### src/rtl/axi4_wr_burst_pkg.sv
// Shared types and constants for the FIFO-to-AXI4 write burst master.
// State encoding, AXI burst/response codes and the AWSIZE helper.
package axi4_wr_burst_pkg;

  typedef enum logic [1:0] {
    ST_IDLE,
    ST_AW,
    ST_DATA,
    ST_DROP
  } state_t;

  localparam logic [1:0] AXI_BURST_INCR = 2'b01;

  localparam logic [1:0] RESP_OKAY   = 2'b00;
  localparam logic [1:0] RESP_EXOKAY = 2'b01;
  localparam logic [1:0] RESP_SLVERR = 2'b10;
  localparam logic [1:0] RESP_DECERR = 2'b11;

  // AWSIZE is log2 of the bytes per beat; lane count is a power of two.
  function automatic logic [2:0] f_awsize(input int strb_w);
    logic [2:0] s;
    s = 3'd0;
    for (int i = 0; i < 8; i++) begin
      if ((1 << i) == strb_w) s = 3'(i);
    end
    return s;
  endfunction

endpackage

### src/rtl/axi4_wstrb_gen.sv
// Byte-strobe generator for the W channel.
// On the EOP beat the top i_mod byte lanes are cleared.
module axi4_wstrb_gen
  import axi4_wr_burst_pkg::*;
#(
  parameter int STRB_WIDTH = 64,
  parameter int MOD_WIDTH  = 6
) (
  input  logic                  i_eop,
  input  logic [MOD_WIDTH-1:0]  i_mod,
  output logic [STRB_WIDTH-1:0] o_wstrb
);

  always_comb begin
    o_wstrb = '1;
    if (i_eop) begin
      for (int j = 0; j < STRB_WIDTH; j++) begin
        if (j < int'(i_mod)) o_wstrb[STRB_WIDTH-1-j] = 1'b0;
      end
    end
  end

endmodule

### src/rtl/axi4_wr_burst_mst.sv
// AXI4 INCR write master draining a packet FIFO, one burst per command.
// Tracks outstanding writes, drops error packets and flags length mismatches.
module axi4_wr_burst_mst
  import axi4_wr_burst_pkg::*;
#(
  parameter int DATA_WIDTH     = 512,
  parameter int STRB_WIDTH     = DATA_WIDTH / 8,
  parameter int MOD_WIDTH      = $clog2(STRB_WIDTH),
  parameter int FIFO_WIDTH     = 540,
  parameter int EOP_POS        = 519,
  parameter int ERR_POS        = 518,
  parameter int MOD_POS        = 512,
  parameter int ADDR_WIDTH     = 64,
  parameter int ID_WIDTH       = 4,
  parameter int AXI_ID         = 0,
  parameter int MAX_OUTS       = 8,
  parameter int WR_ERR_DROP_EN = 1
) (
  input  logic                    clkr,
  input  logic                    reset_clkr,
  input  logic                    cmd_valid,
  output logic                    cmd_ready,
  input  logic [ADDR_WIDTH-1:0]   cmd_addr,
  input  logic [7:0]              cmd_len,
  output logic                    fifo_rd,
  input  logic [FIFO_WIDTH-1:0]   fifo_rdata,
  input  logic                    fifo_ef,
  input  logic                    fifo_sop,
  output logic                    awvalid,
  input  logic                    awready,
  output logic [ADDR_WIDTH-1:0]   awaddr,
  output logic [7:0]              awlen,
  output logic [2:0]              awsize,
  output logic [1:0]              awburst,
  output logic [ID_WIDTH-1:0]     awid,
  output logic [ID_WIDTH-1:0]     wid,
  output logic [DATA_WIDTH-1:0]   wdata,
  output logic [STRB_WIDTH-1:0]   wstrb,
  output logic                    wlast,
  output logic                    wvalid,
  input  logic                    wready,
  input  logic [ID_WIDTH-1:0]     bid,
  input  logic [1:0]              bresp,
  input  logic                    bvalid,
  output logic                    bready,
  input  logic [ID_WIDTH-1:0]     cfg_bid_id,
  output logic                    rsp_ok_cnt_en,
  output logic                    rsp_exok_cnt_en,
  output logic                    rsp_slverr_cnt_en,
  output logic                    rsp_decerr_cnt_en,
  output logic                    drop_cnt_en,
  output logic                    len_err_cnt_en,
  output logic [$clog2(MAX_OUTS):0] outs_cnt,
  output logic                    idle
);

  localparam int OW = $clog2(MAX_OUTS) + 1;

  state_t r_state;
  state_t w_nxt;

  logic [ADDR_WIDTH-1:0] r_awaddr;
  logic [7:0]            r_awlen;
  logic [7:0]            r_beat;
  logic [OW-1:0]         r_outs;
  logic                  r_lerr_seen;
  logic                  r_ok;
  logic                  r_exok;
  logic                  r_slverr;
  logic                  r_decerr;
  logic                  r_drop;
  logic                  r_lerr;

  logic                 w_eop;
  logic                 w_err;
  logic [MOD_WIDTH-1:0] w_mod;
  logic                 w_room;
  logic                 w_drop;
  logic                 w_start;
  logic                 w_acc;
  logic                 w_aw_hs;
  logic                 w_w_hs;
  logic                 w_b_ev;
  logic                 w_bmatch;
  logic                 w_mis;
  logic                 w_unused;

  assign w_eop    = fifo_rdata[EOP_POS];
  assign w_err    = fifo_rdata[ERR_POS];
  assign w_mod    = fifo_rdata[MOD_POS +: MOD_WIDTH];
  assign w_unused = ^fifo_rdata;

  assign w_room  = r_outs < OW'(MAX_OUTS);
  assign w_drop  = (WR_ERR_DROP_EN != 0) && w_err;
  assign w_start = cmd_valid && !fifo_ef && fifo_sop && !reset_clkr;

  always_comb begin
    w_nxt     = r_state;
    cmd_ready = 1'b0;
    awvalid   = 1'b0;
    wvalid    = 1'b0;
    wlast     = 1'b0;
    fifo_rd   = 1'b0;
    w_acc     = 1'b0;
    unique case (r_state)
      ST_IDLE: begin
        if (w_start && w_drop) begin
          cmd_ready = 1'b1;
          w_nxt     = ST_DROP;
        end else if (w_start && w_room) begin
          cmd_ready = 1'b1;
          w_acc     = 1'b1;
          w_nxt     = ST_AW;
        end
      end
      ST_AW: begin
        awvalid = 1'b1;
        if (awready) w_nxt = ST_DATA;
      end
      ST_DATA: begin
        wvalid  = !fifo_ef;
        wlast   = (r_beat == r_awlen);
        fifo_rd = wvalid && wready;
        if (fifo_rd && wlast) w_nxt = ST_IDLE;
      end
      ST_DROP: begin
        fifo_rd = !fifo_ef;
        if (fifo_rd && w_eop) w_nxt = ST_IDLE;
      end
      default: w_nxt = ST_IDLE;
    endcase
  end

  assign w_aw_hs  = awvalid && awready;
  assign w_w_hs   = (r_state == ST_DATA) && fifo_rd;
  assign w_b_ev   = bvalid && (r_outs != '0);
  assign w_bmatch = w_b_ev && (bid == cfg_bid_id);
  // Report a length mismatch only on its first occurrence in a burst.
  assign w_mis    = w_w_hs && (w_eop != wlast) && !r_lerr_seen;

  always_ff @(posedge clkr or posedge reset_clkr) begin
    if (reset_clkr) begin
      r_state     <= ST_IDLE;
      r_awaddr    <= '0;
      r_awlen     <= '0;
      r_beat      <= '0;
      r_outs      <= '0;
      r_lerr_seen <= 1'b0;
      r_ok        <= 1'b0;
      r_exok      <= 1'b0;
      r_slverr    <= 1'b0;
      r_decerr    <= 1'b0;
      r_drop      <= 1'b0;
      r_lerr      <= 1'b0;
    end else begin
      r_state <= w_nxt;
      if (w_acc) begin
        r_awaddr    <= cmd_addr;
        r_awlen     <= cmd_len;
        r_beat      <= '0;
        r_lerr_seen <= 1'b0;
      end else begin
        if (w_w_hs) r_beat <= r_beat + 8'd1;
        if (w_mis) r_lerr_seen <= 1'b1;
      end
      unique case (1'b1)
        w_aw_hs && !w_b_ev: r_outs <= r_outs + OW'(1);
        !w_aw_hs && w_b_ev: r_outs <= r_outs - OW'(1);
        default:            r_outs <= r_outs;
      endcase
      r_ok     <= w_bmatch && (bresp == RESP_OKAY);
      r_exok   <= w_bmatch && (bresp == RESP_EXOKAY);
      r_slverr <= w_bmatch && (bresp == RESP_SLVERR);
      r_decerr <= w_bmatch && (bresp == RESP_DECERR);
      r_drop   <= (r_state == ST_DROP) && fifo_rd && w_eop;
      r_lerr   <= w_mis;
    end
  end

  axi4_wstrb_gen #(
    .STRB_WIDTH (STRB_WIDTH),
    .MOD_WIDTH  (MOD_WIDTH)
  ) u_wstrb (
    .i_eop   (w_eop),
    .i_mod   (w_mod),
    .o_wstrb (wstrb)
  );

  assign awaddr            = r_awaddr;
  assign awlen             = r_awlen;
  assign awsize            = f_awsize(STRB_WIDTH);
  assign awburst           = AXI_BURST_INCR;
  assign awid              = ID_WIDTH'(AXI_ID);
  assign wid               = ID_WIDTH'(AXI_ID);
  assign wdata             = fifo_rdata[DATA_WIDTH-1:0];
  assign bready            = 1'b1;
  assign rsp_ok_cnt_en     = r_ok;
  assign rsp_exok_cnt_en   = r_exok;
  assign rsp_slverr_cnt_en = r_slverr;
  assign rsp_decerr_cnt_en = r_decerr;
  assign drop_cnt_en       = r_drop;
  assign len_err_cnt_en    = r_lerr;
  assign outs_cnt          = r_outs;
  assign idle              = (r_state == ST_IDLE) && (r_outs == '0);

endmodule
### config.mk
export PLATFORM = sky130hd
export DESIGN_NAME = axi4_wr_burst_mst
export DESIGN_NICKNAME = d
export VERILOG_FILES = /design/src/rtl/axi4_wr_burst_pkg.sv /design/src/rtl/axi4_wstrb_gen.sv /design/src/rtl/axi4_wr_burst_mst.sv
export SDC_FILE = /design/constraint.sdc
export NUM_CORES = 1
export LEC_CHECK = 0
export ABC_AREA = 1
export CORE_AREA = 2 2 515 517
export DETAILED_ROUTE_END_ITERATION = 12
export DIE_AREA = 0 0 517 519
export PLACE_DENSITY_LB_ADDON = 0.25
export SLEW_MARGIN = 20
export SYNTH_ARGS = -nofsm -noshare
export SYNTH_HDL_FRONTEND = slang
export SYNTH_SLANG_ARGS = --single-unit
### constraint.sdc
create_clock -name clkr -period 8.1 [get_ports clkr]
set_input_delay 1.62 -clock clkr [delete_from_list [all_inputs] [get_ports clkr]]
set_output_delay 1.62 -clock clkr [all_outputs]
set_load 0.05 [all_outputs]
==> impl_metrics.py, run 1 <==
metrics = {
    "status": {
        "result_of_the_run": "completed",
    },
    "grt": {
        "grt_pass1_wl_um": 146000,
        "groute.usage.overall_pct": 9.47,
        "vias_in_the_first_global_route": 6271,
        "pin_count_of_the_biggest_net_entering_global_routing": 67,
        "antenna_found_initial": 11,
        "overflow": 0,
    },
    "timing": {
        "fmaxAchievable_ghz": 0.158,
        "finalCriticalPeriod_ns": 6.34,
        "worst_clock_skew_ns": 0.0190,
        "report.final.slew_viol_count": 0,
        "final_critical_path_setup_slack_ns": 1.76,
        "max_slew_margin_pct": 34.3,
        "hold_viol": 0,
        "final_critical_path_share_of_the_clock_period_pct": 78.2,
        "setup_repair_after_global_routing_missed_its_margin": "no",
        "sum_of_negative_setup_slack_ns": 0,
        "timing_worst_slew_pin_value_ns": 0.985,
        "setup_viol": 0,
    },
    "min_path": {
        "hold_depth": 1,
        "hold_path_startpoint": "r_lerr_seen",
        "holdPathEnd": "len_err_cnt_en",
        "min_path_type": "reg2reg",
    },
    "drt": {
        "routed_wirelength_um": 132000,
        "detailroute.via_count": 6050,
        "topRoutingLayerUsed": "met5",
        "avgViaCountPerCell": 1.37,
        "met3RoutedLength_um": 48800,
        "drt-initial-drc-count": 226,
        "drtPass1Iterations": 4,
        "drt-wirelength-per-cell_um": 29.7,
        "wl_met1_um": 13600,
        "drc_errors": 0,
        "routed-wl-met2_um": 62800,
        "postRouteAntennaNets": 0,
    },
    "pwr": {
        "share_clk_of_total_power_pct": 18.4,
        "power.switching_fraction_pct": 52.7,
        "power_switching_mw": 1.50,
        "pwr_density_cell_mw_per_mm2": 239,
        "comb_power_share_pct": 53.6,
        "internal_pwr_total_mw": 1.34,
        "ir_drop_mv": 0.120,
        "power.leakage_nw": 3.80,
        "share_seq_of_total_power_pct": 28.1,
    },
    "cts": {
        "cts_sinks": 93,
        "clock_latency_ns": 0.44,
        "tritoncts": "yes",
        "postCtsResizedCells": 0,
        "cts-buffers-inserted": 9,
        "cts.reportedPaths.clkPinSlew_ns": 0.08,
        "post_cts_hold_buffer_count": 0,
        "post_cts.repair.setup_buffers": 0,
        "htree_num_levels": 3,
        "clock_buffer_depth": 2,
        "cts.root.buffer_cell": "sky130_fd_sc_hd__clkbuf_16",
    },
    "placement": {
        "place_ws_ns": 1.13,
        "port-buffer-count": 248,
        "finalWeightedCongestion": 0.822,
        "dp.final_hpwl_um": 124000,
    },
    "die": {
        "core.rowCount": 189,
        "floorplan.initialDensity_pct": 3.26,
        "design.die.area_mm2": 0.268,
        "boundaryPins": 1308,
        "chipWidth_um": 517,
        "die_h_um": 519,
        "core-area_mm2": 0.263,
    },
    "yosys": {
        "per_instance_average_area_after_synthesis_um2": 7.46,
        "ys_seq_elements": 93,
        "yosys.area_share.simple_pct": 17.1,
        "synth_cell_types": 27,
        "synth_top_family_by_area": "buffers and inverters",
        "synth-warning-count": 0,
        "synth_compound_area_share_pct": 3.23,
        "synth-seq-area-share_pct": 27.1,
        "synth-adder-area-share_pct": 0.582,
        "synth_mux_area_share_pct": 0,
        "synth_xor_xnor_area_share_pct": 1.43,
        "post_synth_inst_count": 1152,
        "netlist_area_mm2": 0.00860,
    },
    "cells_and_area": {
        "area_delta_synth_final_pct": 38.2,
        "design.final.nets": 1526,
        "most_frequent_standard_cell_in_the_layout_excluding_fill_and_tap_cells": "sky130_fd_sc_hd__nand2_1",
        "layout_common_cells": "sky130_fd_sc_hd__nand2_1, sky130_fd_sc_hd__clkdlybuf4s50_1, sky130_fd_sc_hd__dfrtp_1, sky130_fd_sc_hd__inv_1, sky130_fd_sc_hd__nor2_1",
        "final.fill_count": 31400,
        "ratio_of_cells_with_drive_above_1_in_the_final_layout_pct": 5.69,
    },
    "critical_path": {
        "critical_path_class": "in2out",
        "timing.critical_path.slowest_cell_delay_ns": 0.89,
        "start_kind": "input pin",
        "cpLargestDelayFamily": "buffers and inverters",
        "critical-path-slowest-cell": "sky130_fd_sc_hd__clkdlybuf4s50_1",
        "reg2reg_slack_ns": 5.79,
        "critPathRequiredTime_ns": 6.48,
        "r2r_start": "outs_cnt[1]",
        "crit_top_cell": "sky130_fd_sc_hd__clkdlybuf4s50_1",
        "worst_path_buffer_plus_inverter_count": 3,
        "crit_path_end_kind": "primary output",
        "regToRegEndpoint": "outs_cnt[2]",
        "worst_r2r_path_depth": 9,
        "cp_max_fo": 11,
        "crit_path_cell_trace": "clkdlybuf4s50_1 > nand2_1 > inv_1 > o21ai_0 > clkdlybuf4s50_1",
        "worst_ep_arrival_time_ns": 4.72,
    },
    "run": {
        "drv_cap": 0,
    },
}
sequential cells by signal, indices dropped and copies added, names as in the netlist:
name / count
awaddr: 64
awlen: 8
drop_cnt_en: 1
len_err_cnt_en: 1
outs_cnt: 4
r_beat: 8
r_lerr_seen: 1
r_state: 2
rsp_decerr_cnt_en: 1
rsp_exok_cnt_en: 1
rsp_ok_cnt_en: 1
rsp_slverr_cnt_en: 1
metal layers:
| layer | vias up | GRT usage (%) |
|---|---|---|
| met3 | 265 | 16.2 |
| met1 | 2496 | 2.78 |
| li1 | 2417 | - |
| met4 | 4 | 4.72 |
| met2 | 868 | 15.8 |
| met5 | - | 0.0721 |
per-stage QoR:
step / hold slack, ns / util [%] / power, mW / instance area (um2) / instances
global route: 0.464 / 4.51 / 3.04 / 11900 / 4431
detailed placement: 0.424 / 4.39 / 2.38 / 11600 / 4414
CTS: 0.437 / 4.51 / 2.96 / 11900 / 4430
global placement: 0.419 / 4.39 / 2.39 / 11600 / 4414
floorplan: 0.403 / - / 2.40 / 8650 / 1165
finish: 0.435 / 4.51 / 2.84 / 11900 / 4432
worst max path at each step:
stage | from | to | cells past startpoint
finish | fifo_rdata[513] | wstrb[9] | 5
global route | fifo_rdata[513] | wstrb[9] | 5
CTS | fifo_rdata[519] | wstrb[42] | 7
detailed placement | fifo_rdata[519] | wstrb[42] | 7
global placement | fifo_rdata[519] | wstrb[42] | 7
floorplan | fifo_rdata[517] | wstrb[33] | 5
power groups by stage:
stage	Clock [mW]	Sequential, mW	Combinational, mW
5_1_grt	0.582	0.831	1.63
4_1_cts	0.578	0.814	1.56
3_3_place_gp	0	0.818	1.57
6_report	0.522	0.797	1.52
2_1_floorplan	0	1.30	1.10
3_5_place_dp	0	0.818	1.56
worst register-to-register path: stages, from the launching register on:
cell and delay (ns):
sky130_fd_sc_hd__dfrtp_1 0.47, sky130_fd_sc_hd__nor4_1 0.47, sky130_fd_sc_hd__nor2_1 0.17, sky130_fd_sc_hd__ha_1 0.27, sky130_fd_sc_hd__xor2_1 0.18, sky130_fd_sc_hd__ha_1 0.19
sky130_fd_sc_hd__a21oi_1 0.16, sky130_fd_sc_hd__a21oi_1 0.09, sky130_fd_sc_hd__o21ai_0 0.08, sky130_fd_sc_hd__o21ai_0 0.11
Yosys cell counts:
cell type                    n  area (um2)
sky130_fd_sc_hd__clkbuf_2    1        5.00
sky130_fd_sc_hd__buf_2      12        60.1
sky130_fd_sc_hd__buf_6       5        56.3
sky130_fd_sc_hd__xor2_1      5        43.8
sky130_fd_sc_hd__nor2_1     45         169
sky130_fd_sc_hd__buf_4     527        3960
sky130_fd_sc_hd__o21ai_1     1        5.00
sky130_fd_sc_hd__nor4_1      1        6.26
sky130_fd_sc_hd__conb_1      2        7.51
sky130_fd_sc_hd__nand2_4     1        11.3
sky130_fd_sc_hd__a21oi_1    21         105
sky130_fd_sc_hd__nor2_4      2        22.5
sky130_fd_sc_hd__clkbuf_1    2        7.51
sky130_fd_sc_hd__nand3_1    18        90.1
sky130_fd_sc_hd__inv_2       4        15.0
sky130_fd_sc_hd__o31ai_1     3        22.5
sky130_fd_sc_hd__o21ai_0    29         145
sky130_fd_sc_hd__nand4_1     2        12.5
sky130_fd_sc_hd__ha_1        4        50.1
sky130_fd_sc_hd__dfrtp_1    93        2330
sky130_fd_sc_hd__nor2_2      2        12.5
sky130_fd_sc_hd__nor3_1      8        40.0
sky130_fd_sc_hd__nand2_1   287        1080
sky130_fd_sc_hd__xnor2_1     9        78.8
sky130_fd_sc_hd__nand2_2     1        6.26
sky130_fd_sc_hd__inv_1      65         244
sky130_fd_sc_hd__nor3_2      2        20.0
cells by family (layout without fill, tap and decap cells):
kind of cell,count (synthesis),count (layout)
other,2,17
flip-flops,93,93
AND/OR/NAND/NOR,369,369
buffers and inverters,616,348
XOR/XNOR,14,14
AO/OA/AOI/OAI,54,54
adder cells (fa/ha/maj),4,4
final cells by class:
type | instances | area [um2] | share of cell area, %
tap | 3533 | 4420 | 37.2
timing repair buffer | 263 | 2580 | 21.7
sequential | 93 | 2330 | 19.6
multi-input combinational | 456 | 1980 | 16.7
inverter | 69 | 264 | 2.22
clock buffer | 10 | 239 | 2.01
clock inverter | 6 | 65.1 | 0.547
antenna | 2 | 5.00 | 0.0421
No activity file was read; power rests on OpenSTA's default activity.
==> run 2: changes to the inputs <==
--- a/config.mk
+++ b/config.mk
@@ -6,9 +6,9 @@
 export NUM_CORES = 1
 export LEC_CHECK = 0
 export ABC_AREA = 1
-export CORE_AREA = 2 2 515 517
+export CORE_AREA = 2 2 505 507
 export DETAILED_ROUTE_END_ITERATION = 12
-export DIE_AREA = 0 0 517 519
+export DIE_AREA = 0 0 507 509
 export PLACE_DENSITY_LB_ADDON = 0.25
 export SLEW_MARGIN = 20
 export SYNTH_ARGS = -nofsm -noshare
==> constraint.sdc (replaced) <==
create_clock -name clkr -period 6.15 [get_ports clkr]
set_input_delay 1.23 -clock clkr [delete_from_list [all_inputs] [get_ports clkr]]
set_output_delay 1.23 -clock clkr [all_outputs]
set_load 0.05 [all_outputs]
==> impl_metrics.py, run 2 (synthesis results as in run 1) <==
metrics = {
    "status": {
        "result_of_the_run": "completed",
    },
    "placement": {
        "port-buffer-count": 248,
        "dp.final_hpwl_um": 116000,
        "place_ws_ns": 1.02,
        "finalWeightedCongestion": 0.819,
    },
    "drt": {
        "routed_wirelength_um": 125000,
        "drt-wirelength-per-cell_um": 29.3,
        "detailroute.via_count": 6139,
        "avgViaCountPerCell": 1.44,
        "drc_errors": 0,
        "drtPass1Iterations": 4,
        "postRouteAntennaNets": 0,
        "drt-initial-drc-count": 442,
    },
    "critical_path": {
        "start_kind": "input pin",
        "worst_ep_arrival_time_ns": 3.70,
        "timing.critical_path.slowest_cell_delay_ns": 0.81,
        "crit_path_end_kind": "primary output",
        "crit_path_cell_trace": "clkdlybuf4s50_1 > nand2_1 > inv_1 > o21ai_0 > inv_1 > nand2_1 > clkdlybuf4s50_1",
        "critical_path_class": "in2out",
        "cpLargestDelayFamily": "buffers and inverters",
        "reg2reg_slack_ns": 3.85,
        "critPathRequiredTime_ns": 4.92,
        "regToRegEndpoint": "awaddr[54]",
        "critical-path-slowest-cell": "sky130_fd_sc_hd__clkdlybuf4s50_1",
        "worst_path_buffer_plus_inverter_count": 4,
        "r2r_start": "r_state[0]",
        "worst_r2r_path_depth": 8,
        "cp_max_fo": 8,
    },
    "min_path": {
        "min_path_type": "reg2reg",
        "hold_path_startpoint": "r_lerr_seen",
        "holdPathEnd": "len_err_cnt_en",
        "hold_depth": 1,
    },
    "timing": {
        "finalCriticalPeriod_ns": 4.93,
        "timing_worst_slew_pin_value_ns": 0.986,
        "holdWs_ns": 0.429,
        "setup_viol": 0,
        "worst_clock_skew_ns": 0.0224,
        "setup_repair_after_global_routing_missed_its_margin": "no",
        "max_slew_margin_pct": 34.3,
        "fmaxAchievable_ghz": 0.203,
        "hold_viol": 0,
        "report.final.slew_viol_count": 0,
        "final_critical_path_share_of_the_clock_period_pct": 80.1,
        "sum_of_negative_setup_slack_ns": 0,
        "final_critical_path_setup_slack_ns": 1.22,
    },
    "cells_and_area": {
        "most_frequent_standard_cell_in_the_layout_excluding_fill_and_tap_cells": "sky130_fd_sc_hd__nand2_1",
        "ratio_of_cells_with_drive_above_1_in_the_final_layout_pct": 6.70,
        "layout_common_cells": "sky130_fd_sc_hd__nand2_1, sky130_fd_sc_hd__clkdlybuf4s50_1, sky130_fd_sc_hd__dfrtp_1, sky130_fd_sc_hd__inv_1, sky130_fd_sc_hd__nor2_1",
        "largest_register_ffs": 64,
        "area_delta_synth_final_pct": 35.3,
        "design.final.nets": 1525,
        "final.fill_count": 30000,
    },
    "die": {
        "boundaryPins": 1308,
        "chipWidth_um": 507,
        "core.rowCount": 185,
        "core-area_mm2": 0.253,
        "design.die.area_mm2": 0.258,
        "floorplan.initialDensity_pct": 3.40,
        "die_h_um": 509,
    },
    "cts": {
        "cts_sinks": 93,
        "cts-buffers-inserted": 9,
        "post_cts.repair.setup_buffers": 0,
        "post_cts_hold_buffer_count": 0,
        "cts.root.buffer_cell": "sky130_fd_sc_hd__clkbuf_16",
        "tritoncts": "yes",
        "postCtsResizedCells": 0,
        "cts.reportedPaths.clkPinSlew_ns": 0.09,
        "clock_buffer_depth": 2,
        "htree_num_levels": 3,
        "clock_latency_ns": 0.43,
    },
    "grt": {
        "antenna_found_initial": 18,
        "groute.usage.overall_pct": 9.20,
        "overflow": 0,
        "pin_count_of_the_biggest_net_entering_global_routing": 66,
        "grt_pass1_wl_um": 137000,
        "vias_in_the_first_global_route": 6068,
    },
    "pwr": {
        "ir_drop_mv": 0.145,
        "pwr_density_cell_mw_per_mm2": 321,
        "total_power_mw": 3.73,
        "power.leakage_nw": 3.80,
    },
    "run": {
        "drv_cap": 0,
    },
}
-- run 2: area by class of cell --
| cell class | instances | area (um2) | share of cell area [%] |
|---|---|---|---|
| diodes | 1 | 2.50 | 0.0215 |
| clock buffers | 9 | 225 | 1.94 |
| clock inverters | 7 | 78.8 | 0.678 |
| multi-input cells | 456 | 1970 | 17.0 |
| flip-flops and latches | 93 | 2330 | 20.0 |
| well taps | 3366 | 4210 | 36.2 |
| repair buffers | 262 | 2540 | 21.9 |
| inverters | 69 | 267 | 2.29 |
-- run 2: power by group --
| group | switching, mW | internal [mW] | leakage, nW |
|---|---|---|---|
| combinational | 1.37 | 0.625 | 2.43 |
| sequential | 0.211 | 0.843 | 1.22 |
| clock | 0.393 | 0.291 | 0.148 |
| total | 1.97 | 1.76 | 3.80 |
-- run 2: routing by layer --
layer	part of all wire, %	vias up	global-route usage [%]
li1	-	2420	-
met1	10	2513	2.66
met2	44	901	14.2
met3	40	293	17.4
met4	4.9	12	4.37
met5	0.25	-	0.759
-- run 2: per-stage QoR --
stage	area [um2]	util (%)	instances
floorplan	8650	-	1165
global placement	11300	4.48	4246
detailed placement	11300	4.48	4246
CTS	11600	4.60	4262
global route	11600	4.60	4263
finish	11600	4.60	4263
-- run 2: how the worst max path moves through the flow --
| stage | startpoint | to | slack, ns | cells after the start |
|---|---|---|---|---|
| 6_report | fifo_rdata[519] | wstrb[17] | 1.22 | 7 |
| 5_1_grt | fifo_rdata[519] | wstrb[17] | 1.04 | 7 |
| 4_1_cts | fifo_rdata[519] | wstrb[33] | 1.00 | 7 |
| 3_5_place_dp | fifo_rdata[519] | wstrb[33] | 1.02 | 7 |
| 3_3_place_gp | fifo_rdata[519] | wstrb[33] | 1.03 | 7 |
| 2_1_floorplan | fifo_rdata[517] | wstrb[33] | 1.57 | 5 |
-- run 2: worst register-to-register path: stages (launching register included) --
cell and delay, ns:
sky130_fd_sc_hd__dfrtp_1 0.47, sky130_fd_sc_hd__nor2_2 0.17, sky130_fd_sc_hd__inv_2 0.08, sky130_fd_sc_hd__nor2_4 0.10, sky130_fd_sc_hd__nand2_4 0.17, sky130_fd_sc_hd__inv_4 0.45, sky130_fd_sc_hd__buf_4 0.46, sky130_fd_sc_hd__nand2_1 0.23
sky130_fd_sc_hd__nand2_1 0.11
==> run 3: changes to the inputs <==
==> constraint.sdc (replaced) <==
create_clock -name clkr -period 5.1 [get_ports clkr]
set_input_delay 1.02 -clock clkr [delete_from_list [all_inputs] [get_ports clkr]]
set_output_delay 1.02 -clock clkr [all_outputs]
set_load 0.05 [all_outputs]
==> impl_metrics.py, run 3 (synthesis results as in run 1) <==
metrics = {
    "cells_and_area": {
        "design.final.nets": 1525,
        "layout_common_cells": "sky130_fd_sc_hd__nand2_1, sky130_fd_sc_hd__clkdlybuf4s50_1, sky130_fd_sc_hd__dfrtp_1, sky130_fd_sc_hd__inv_1, sky130_fd_sc_hd__buf_4",
        "multi_input_logic_area_mm2": 0.00198,
        "ratio_of_cells_with_drive_above_1_in_the_final_layout_pct": 9.49,
        "final.fill_count": 30100,
        "largest_register_ffs": 64,
        "sequential_cell_area_mm2": 0.00233,
        "area_delta_synth_final_pct": 35.6,
        "post-route-util_pct": 4.61,
        "most_frequent_standard_cell_in_the_layout_excluding_fill_and_tap_cells": "sky130_fd_sc_hd__nand2_1",
    },
    "placement": {
        "finalWeightedCongestion": 0.819,
        "dp.final_hpwl_um": 116000,
        "place_ws_ns": 0.637,
        "port-buffer-count": 248,
    },
    "timing": {
        "worst_clock_skew_ns": 0.0231,
        "finalCriticalPeriod_ns": 4.44,
        "final_critical_path_setup_slack_ns": 0.657,
        "sum_of_negative_setup_slack_ns": 0,
        "fmaxAchievable_ghz": 0.225,
        "hold_viol": 0,
        "final_critical_path_share_of_the_clock_period_pct": 87.1,
        "report.final.slew_viol_count": 0,
        "setup_repair_after_global_routing_missed_its_margin": "no",
        "setup_viol": 0,
        "max_slew_margin_pct": 40.0,
        "timing_worst_slew_pin_value_ns": 0.897,
    },
    "drt": {
        "drt-initial-drc-count": 434,
        "postRouteAntennaNets": 0,
        "drc_errors": 0,
        "detailroute.via_count": 6091,
        "drtPass1Iterations": 5,
        "drt-wirelength-per-cell_um": 29.2,
        "routed_wirelength_um": 125000,
        "avgViaCountPerCell": 1.43,
    },
    "critical_path": {
        "crit_path_end_kind": "primary output",
        "cp_max_fo": 8,
        "critical_path_class": "in2out",
        "critPathRequiredTime_ns": 4.08,
        "reg2reg_slack_ns": 2.84,
        "worst_ep_arrival_time_ns": 3.42,
        "start_kind": "input pin",
    },
    "pwr": {
        "share_seq_of_total_power_pct": 28.2,
        "total_power_mw": 4.50,
        "pwr_density_cell_mw_per_mm2": 386,
        "power.switching_fraction_pct": 53.0,
        "power_switching_mw": 2.38,
        "power.leakage_nw": 3.84,
        "internal_pwr_total_mw": 2.12,
        "share_clk_of_total_power_pct": 18.2,
        "ir_drop_mv": 0.191,
        "comb_power_share_pct": 53.5,
    },
    "grt": {
        "grt_pass1_wl_um": 136000,
        "antenna_found_initial": 15,
        "groute.usage.overall_pct": 9.19,
        "overflow": 0,
        "vias_in_the_first_global_route": 6076,
        "pin_count_of_the_biggest_net_entering_global_routing": 78,
    },
    "cts": {
        "cts.root.buffer_cell": "sky130_fd_sc_hd__clkbuf_16",
        "clock_buffer_depth": 2,
        "tritoncts": "yes",
        "postCtsResizedCells": 0,
        "post_cts.repair.setup_buffers": 0,
        "cts.reportedPaths.clkPinSlew_ns": 0.10,
        "cts_sinks": 93,
        "htree_num_levels": 3,
        "post_cts_hold_buffer_count": 0,
        "clock_latency_ns": 0.44,
        "cts-buffers-inserted": 9,
    },
    "die": {
        "floorplan.initialDensity_pct": 3.40,
        "die_h_um": 509,
        "core.rowCount": 185,
        "boundaryPins": 1308,
        "core-area_mm2": 0.253,
        "design.die.area_mm2": 0.258,
        "chipWidth_um": 507,
    },
    "min_path": {
        "min_path_type": "reg2reg",
    },
    "status": {
        "result_of_the_run": "completed",
    },
    "run": {
        "drv_cap": 0,
    },
}
==> run 3: power by group through the flow <==
stage | Sequential, mW | Clock, mW | Combinational [mW]
final | 1.27 | 0.820 | 2.41
after global routing | 1.32 | 0.913 | 2.56
after CTS | 1.29 | 0.913 | 2.47
after detailed placement | 1.30 | 0 | 2.46
after global placement | 1.31 | 0 | 2.47
after floorplan | 2.06 | 0 | 1.75
==> run 3: stage by stage <==
stage	instance area (um2)	hold slack, ns	instances
3_5_place_dp	11400	0.431	4246
6_report	11700	0.443	4264
2_1_floorplan	8650	0.403	1165
4_1_cts	11700	0.445	4262
3_3_place_gp	11400	0.418	4246
5_1_grt	11700	0.473	4263
==> run 3: final timing paths <==
| kind | from | to | cells past startpoint |
|---|---|---|---|
| hold / removal | r_lerr_seen | len_err_cnt_en | 1 |
| hold reg to reg | r_lerr_seen | len_err_cnt_en | 1 |
| setup reg to reg | outs_cnt[1] | outs_cnt[2] | 9 |
| max in group asynchronous | reset_clkr | awaddr[1] | 3 |
| setup / recovery | fifo_rdata[519] | wstrb[17] | 8 |
| min in group asynchronous | reset_clkr | awaddr[52] | 2 |
==> run 3: worst max-delay path, stage by stage <==
cell,delay [ns]
sky130_fd_sc_hd__clkdlybuf4s50_1,0.45
sky130_fd_sc_hd__buf_4,0.28
sky130_fd_sc_hd__nand2_1,0.16
sky130_fd_sc_hd__inv_1,0.24
sky130_fd_sc_hd__o21ai_0,0.24
sky130_fd_sc_hd__inv_1,0.16
sky130_fd_sc_hd__nand2_1,0.11
sky130_fd_sc_hd__clkdlybuf4s50_1,0.72
==> run 3: layout make-up <==
type                            instances  share of cell area, %
Clock buffer                            9                   1.93
Timing Repair Buffer                  262                   22.1
Inverter                               69                   2.29
Antenna cell                            2                 0.0429
Multi-Input combinational cell        456                   17.0
Tap cell                             3366                   36.1
Clock inverter                          7                  0.601
Sequential cell                        93                   20.0
==> run 3: per-layer routing <==
| metal | GRT usage (%) | wire, um | vias up | part of all wire [%] |
|---|---|---|---|---|
| met3 | 17.2 | 49700 | 245 | 40 |
| met5 | 1.04 | 441 | - | 0.35 |
| met4 | 3.40 | 4250 | 14 | 3.4 |
| met1 | 2.72 | 12800 | 2551 | 10 |
| li1 | - | - | 2423 | - |
| met2 | 14.7 | 57300 | 858 | 46 |
